## src/rtl/mmu_pkg.sv

```systemverilog
// Shared MMU types: TLB<->PTW handshake structs and the PTW arbiter's state/owner encodings.
package mmu_pkg;

    localparam int VPN_W = 27;  // SV39 virtual page number
    localparam int PPN_W = 44;  // SV39 physical page number

    typedef enum logic [1:0] {
        IDLE  = 2'd0,
        OFFER = 2'd1,
        BUSY  = 2'd2
    } ptw_arb_state_t;

    typedef enum logic {
        OWNER_ITLB = 1'b0,
        OWNER_DTLB = 1'b1
    } ptw_arb_owner_t;

    typedef struct packed {
        logic             valid;
        logic [VPN_W-1:0] vpn;
    } ptw_req_t;

    typedef struct packed {
        logic             valid;
        logic [PPN_W-1:0] ppn;
        logic [1:0]       level;
    } ptw_resp_t;

    typedef struct packed {
        ptw_req_t req;
    } tlb_ptw_comm_t;

    typedef struct packed {
        logic       ptw_ready;
        ptw_resp_t  resp;
        logic [1:0] ptw_status;
        logic       invalidate_tlb;
    } ptw_tlb_comm_t;

endpackage

```

## src/rtl/rr_arbiter_2.sv

```systemverilog
// Two-way round-robin pick: a lone requester wins, a tie goes to whoever was not served last.
module rr_arbiter_2
    import mmu_pkg::*;
(
    input  logic [1:0]     req,        // bit 0 = ITLB, bit 1 = DTLB
    input  ptw_arb_owner_t last_owner,
    output ptw_arb_owner_t grant
);

    // Combinational pick; with no request the grant is a don't-care and defaults to ITLB.
    always_comb begin
        grant = OWNER_ITLB;
        if (req == 2'b10) begin
            grant = OWNER_DTLB;
        end else if (req == 2'b11) begin
            if (last_owner == OWNER_ITLB) begin
                grant = OWNER_DTLB;
            end else begin
                grant = OWNER_ITLB;
            end
        end
    end

endmodule

```

## src/rtl/ptw_arbiter.sv

```systemverilog
// Shares one page-table walker between ITLB and DTLB: one walk at a time, grant held
// from offer until the walk response, response routed only to the owning TLB.
module ptw_arbiter
    import mmu_pkg::*;
(
    input  logic          clk_i,
    input  logic          rst_i,
    input  tlb_ptw_comm_t itlb_ptw_comm_i,
    input  tlb_ptw_comm_t dtlb_ptw_comm_i,
    output ptw_tlb_comm_t ptw_itlb_comm_o,
    output ptw_tlb_comm_t ptw_dtlb_comm_o,
    output tlb_ptw_comm_t tlb_ptw_comm_o,
    input  ptw_tlb_comm_t ptw_tlb_comm_i,
    output logic          pmu_ptw_conflict_o
);

    ptw_arb_state_t state_reg, state_next;
    ptw_arb_owner_t owner_reg, owner_next;
    ptw_arb_owner_t last_owner_reg, last_owner_next;
    ptw_arb_owner_t grant;
    ptw_arb_owner_t sel_owner;
    logic [1:0]     req_valid;
    logic           drive_req;
    logic           owner_valid;

    assign req_valid = {dtlb_ptw_comm_i.req.valid, itlb_ptw_comm_i.req.valid};

    rr_arbiter_2 u_rr (
        .req        (req_valid),
        .last_owner (last_owner_reg),
        .grant      (grant)
    );

    // In IDLE the live grant steers the mux; once offered or busy the stored owner does.
    assign sel_owner   = (state_reg == IDLE) ? grant : owner_reg;
    assign owner_valid = (owner_reg == OWNER_ITLB) ? itlb_ptw_comm_i.req.valid
                                                   : dtlb_ptw_comm_i.req.valid;
    assign drive_req   = ((state_reg == IDLE) && (req_valid != 2'b00)) || (state_reg == OFFER);

    assign pmu_ptw_conflict_o = (state_reg == IDLE) && (req_valid == 2'b11);

    // State, owner and fairness history; reset drops any walk in flight.
    always_ff @(posedge clk_i or posedge rst_i) begin
        if (rst_i) begin
            state_reg      <= IDLE;
            owner_reg      <= OWNER_ITLB;
            last_owner_reg <= OWNER_DTLB;
        end else begin
            state_reg      <= state_next;
            owner_reg      <= owner_next;
            last_owner_reg <= last_owner_next;
        end
    end

    // Next-state: accept straight to BUSY, park in OFFER until ready, release on response.
    always_comb begin
        state_next      = state_reg;
        owner_next      = owner_reg;
        last_owner_next = last_owner_reg;
        case (state_reg)
            IDLE: begin
                if (req_valid != 2'b00) begin
                    owner_next = grant;
                    state_next = ptw_tlb_comm_i.ptw_ready ? BUSY : OFFER;
                end
            end
            OFFER: begin
                if (!owner_valid) begin
                    state_next = IDLE;
                end else if (ptw_tlb_comm_i.ptw_ready) begin
                    state_next = BUSY;
                end
            end
            BUSY: begin
                if (ptw_tlb_comm_i.resp.valid) begin
                    state_next      = IDLE;
                    last_owner_next = owner_reg;
                end
            end
            default: state_next = IDLE;
        endcase
    end

    // Output routing: status/invalidate broadcast always, ready and response only to the selected TLB.
    always_comb begin
        tlb_ptw_comm_o  = '0;
        ptw_itlb_comm_o = '0;
        ptw_dtlb_comm_o = '0;

        ptw_itlb_comm_o.ptw_status     = ptw_tlb_comm_i.ptw_status;
        ptw_itlb_comm_o.invalidate_tlb = ptw_tlb_comm_i.invalidate_tlb;
        ptw_dtlb_comm_o.ptw_status     = ptw_tlb_comm_i.ptw_status;
        ptw_dtlb_comm_o.invalidate_tlb = ptw_tlb_comm_i.invalidate_tlb;

        if (drive_req) begin
            if (sel_owner == OWNER_ITLB) begin
                tlb_ptw_comm_o            = itlb_ptw_comm_i;
                ptw_itlb_comm_o.ptw_ready = ptw_tlb_comm_i.ptw_ready;
            end else begin
                tlb_ptw_comm_o            = dtlb_ptw_comm_i;
                ptw_dtlb_comm_o.ptw_ready = ptw_tlb_comm_i.ptw_ready;
            end
        end

        if (state_reg == BUSY) begin
            if (owner_reg == OWNER_ITLB) begin
                ptw_itlb_comm_o.resp = ptw_tlb_comm_i.resp;
            end else begin
                ptw_dtlb_comm_o.resp = ptw_tlb_comm_i.resp;
            end
        end
    end

endmodule
```

## config.mk

```make
export PLATFORM = sky130hd
export DESIGN_NAME = ptw_arbiter
export DESIGN_NICKNAME = d
export VERILOG_FILES = /design/src/rtl/mmu_pkg.sv /design/src/rtl/rr_arbiter_2.sv /design/src/rtl/ptw_arbiter.sv
export SDC_FILE = /design/constraint.sdc
export NUM_CORES = 1
export LEC_CHECK = 0
export BUFFER_PORTS_ARGS = -buffer_cell sky130_fd_sc_hd__buf_2
export CAP_MARGIN = 25
export CORE_AREA = 3 3 93 95
export CTS_CLUSTER_DIAMETER = 40
export DETAILED_ROUTE_END_ITERATION = 8
export DIE_AREA = 0 0 96 98
export HOLD_SLACK_MARGIN = 0.05
export SKIP_LAST_GASP = 1
export SYNTH_ARGS = -nofsm -noshare
export SYNTH_HDL_FRONTEND = slang
export SYNTH_SLANG_ARGS = --single-unit
export TNS_END_PERCENT = 20
```

## constraint.sdc

```tcl
create_clock -name clk_i -period 2 [get_ports clk_i]
set_clock_uncertainty 0.05 [all_clocks]
set_input_delay 0.2 -clock clk_i [delete_from_list [all_inputs] [get_ports clk_i]]
set_output_delay 0.2 -clock clk_i [all_outputs]
set_load 0.02 [all_outputs]
```

==> results by group <==
Final layout
  • Nets: 644
  • Core Util, Final: 0.434
  • Number of flip-flops in the largest register: 2
  • Fillers: between 800 and 900
  • Area of the multi-input gates: 1750 um2
  • Seq. cell area: between 100 and 150 um2
  • Area Overhead vs Synth: 63.0%
  • Share of post-route cells with drive strength above 1: 0.476

Synthesis
  • Synth Warn #: 0
  • Most area-hungry cell type in the Yosys netlist: and2_1
  • Synth top cells by count: 94 x and2_1, 30 x nand2_1, 28 x a21o_1, 28 x nand2b_1, 28 x nand3b_1
  • Synth Area per Inst: 6.36 um2
  • Part of the Yosys area used for sequential elements: 0.0487
  • Xor-xnor portion of the synthesized cell area: 0
  • Largest family of logic cells by synthesized area: simple AND/OR/NAND/NOR gates
  • Main synth FF type: dfrtp_1
  • Post-synthesis adder-cell area fraction: 0
  • Post-synth EDFFs: 0
  • Main area contributors after synthesis: and2_1 28%, a21o_1 10%, nand3b_1 10%
  • Synth Area in Compound Gates: 0.202
  • Synth async-reset ratio: 1.00
  • Synthesis-stage register bit count: 4
  • Syn_nets: around 440
  • Post-synthesis cell count: 327
  • Distinct cells, synth: 29
  • Most common cell in the netlist: and2_1
  • Post-Syn Area: a little over 2000 um2
  • Area share of and/or/nand/nor cells after synthesis: 0.624
  • Mux cell area share after synthesis: 0.00963
  • Share of the synthesized area in the top cell type: 0.283

GRT
  • First-pass GRT wire length: ~13000 um
  • Initial antenna violation count: 1
  • Largest net degree at the start of global routing: 61
  • Gr usage total: 0.172
  • Vias in the first global route: ~2.7k
  • Overflow after GRT: 0

Pwr
  • VDD IR max: around 0.00044 V
  • Power Dens Cells: about 950 nW/um2
  • Leak pwr: 1.94 nW

Detailed routing
  • ANT nets after route: 0
  • Vias: roughly 3k
  • Vias per inst: between 4 and 5
  • Iter 0 DRT Violations: 73
  • Routed WL per cell: around 14 um
  • DRC viols: 0
  • Total wire length: between 9000 and 10000 um
  • First-pass iteration count of the detailed router: 4

Floorplanning
  • Ports: 240
  • Die Y: about 98 um
  • Die area: 9410 um2
  • Rows: 32
  • Initial Utilization: 0.266
  • Die W: roughly 96 um
  • Core area: roughly 7800 um2

Timing
  • Rel. slew slack: 0.838
  • Ratio of final minimum period to clock period: 0.963
  • Worst Slack Setup Final: roughly 0.074 ns
  • Final slew viol count: 0
  • Peak Freq: between 500 and 600 MHz
  • Setup violations, final: 0
  • Final Critical Period: between 1.5 and 2 ns
  • Hold Fails Final Rpt: 0
  • Slew @ Worst Pin: between 0.2 and 0.25 ns
  • Setup TNS: 0 ns
  • RSZ-0062 raised after global routing: true

Clock tree
  • Clk buf depth: 2
  • TritonCTS clock tree: built
  • Clock Pin Slew Worst Setup and Hold Paths: about 0.03 ns
  • Total CTS buffers: 3
  • Clk_lat worst skew: roughly 0.22 ns
  • Root Buffer: clkbuf_8
  • H-tree Lvls: 1
  • CTS Sinks: 4

Placed design
  • Post-DP HPWL: ~7300 um
  • Placer Congestion: roughly 0.8
  • DP Worst Slack: about 0.25 ns
  • Port bufs: 230

Run status
  • Outcome: finished clean

Critical path
  • Required @ worst endpoint: 1.75 ns
  • R2R Setup Slk: ~0.55 ns
  • CP Class: flip-flop to output pin
  • Kind of end point of the critical path: output pin
  • CP startpoint kind: flip-flop
  • Critical Path End: tlb_ptw_comm_o[13]
  • R2R Path Start: owner_reg
  • RR Endpoint: last_owner_reg
  • FF-to-FF path depth: 5
  • Worst Setup SP: state_reg[0]
  • Worst Path Arrival: approximately 1.7 ns
  • Crit Path Max Fanout: 30

Worst hold path
  • Hold Crit Class: input port to flip-flop

Flow run
  • Max cap viols: 0
[area by class of cell]
cell class,instances,share of cell area
clock buffer,4,0.0133
inverter,1,0.00111
sequential,4,0.0306
antenna,1,0.000738
tap,102,0.0377
multi-input combinational,281,0.517
timing repair buffer,244,0.400
[stage by stage]
step	cell area (um2)	hold slack [ns]	total power (W)	instances
6_report	3390	0.148	0.00323	637
4_1_cts	3330	0.154	0.00319	633
3_3_place_gp	3270	0.0619	0.00294	628
3_5_place_dp	3270	0.0546	0.00299	628
2_1_floorplan	2080	-0.0846	0.00214	327
5_1_grt	3390	0.152	0.00353	637
[what timing repair did]
item                                    in CTS  in global routing
gates resized for setup                      0                  3
hold endpoints to repair                     4                  0
buffers inserted                             0                  2
endpoints found under the setup margin       0                 28
hold buffers                                 1                  0
[power by group]
group / switching, W / total, W / internal [W]
combinational: 0.00169 / 0.00289 / 0.00120
clock: 0.0000448 / 0.000181 / 0.000136
sequential: 0.0000456 / 0.000165 / 0.000119
total: 0.00178 / 0.00323 / 0.00146
[layer usage]
metal  vias up  routed length, um  GRT usage
met2       148               4600      0.322
met4         0                129     0.0317
met5         -                  0          0
li1       1517                  -          -
met1      1349               3330      0.185
met3        10                982     0.0539
[layout by cell type, fill, tap and decap left out, types with 2 or more instances in the layout]
cell type | Yosys | layout
a31oi_1 | 26 | 26
nor3_1 | 2 | 2
nand3b_1 | 28 | 28
buf_4 | 10 | 5
a21o_1 | 28 | 28
and2_1 | 94 | 94
dfrtp_2 | 0 | 2
nor3b_1 | 2 | 2
mux2i_1 | 2 | 2
nand2_1 | 30 | 30
nand3_1 | 27 | 27
buf_2 | 19 | 230
and3_1 | 2 | 2
buf_12 | 0 | 6
nand2b_1 | 28 | 28
clkbuf_8 | 0 | 3
nor2_1 | 3 | 2
[how the worst min path moves through the flow]
stage,start,end,slack (ns),cells after the start
after floorplan,rst_i,owner_reg,-0.08,1
final,ptw_tlb_comm_i[50],state_reg[0],0.15,2
after global routing,ptw_tlb_comm_i[50],state_reg[0],0.15,2
after CTS,ptw_tlb_comm_i[50],state_reg[0],0.15,2
after global placement,rst_i,state_reg[0],0.06,2
after detailed placement,rst_i,state_reg[1],0.05,2
[logic make-up after synthesis]
group	count (synthesis)
simple gates	220
compound gates	59
buf+inv	42
flops	4
mux	2
[critical path, stage by stage (launching register included)]
cell,delay [ns]
dfrtp_2,0.46
nor2_4,0.18
buf_12,0.12
buf_12,0.16
nand3_1,0.10
a31oi_1,0.22
buf_2,0.20
No activity file was read; power rests on OpenSTA's default activity.
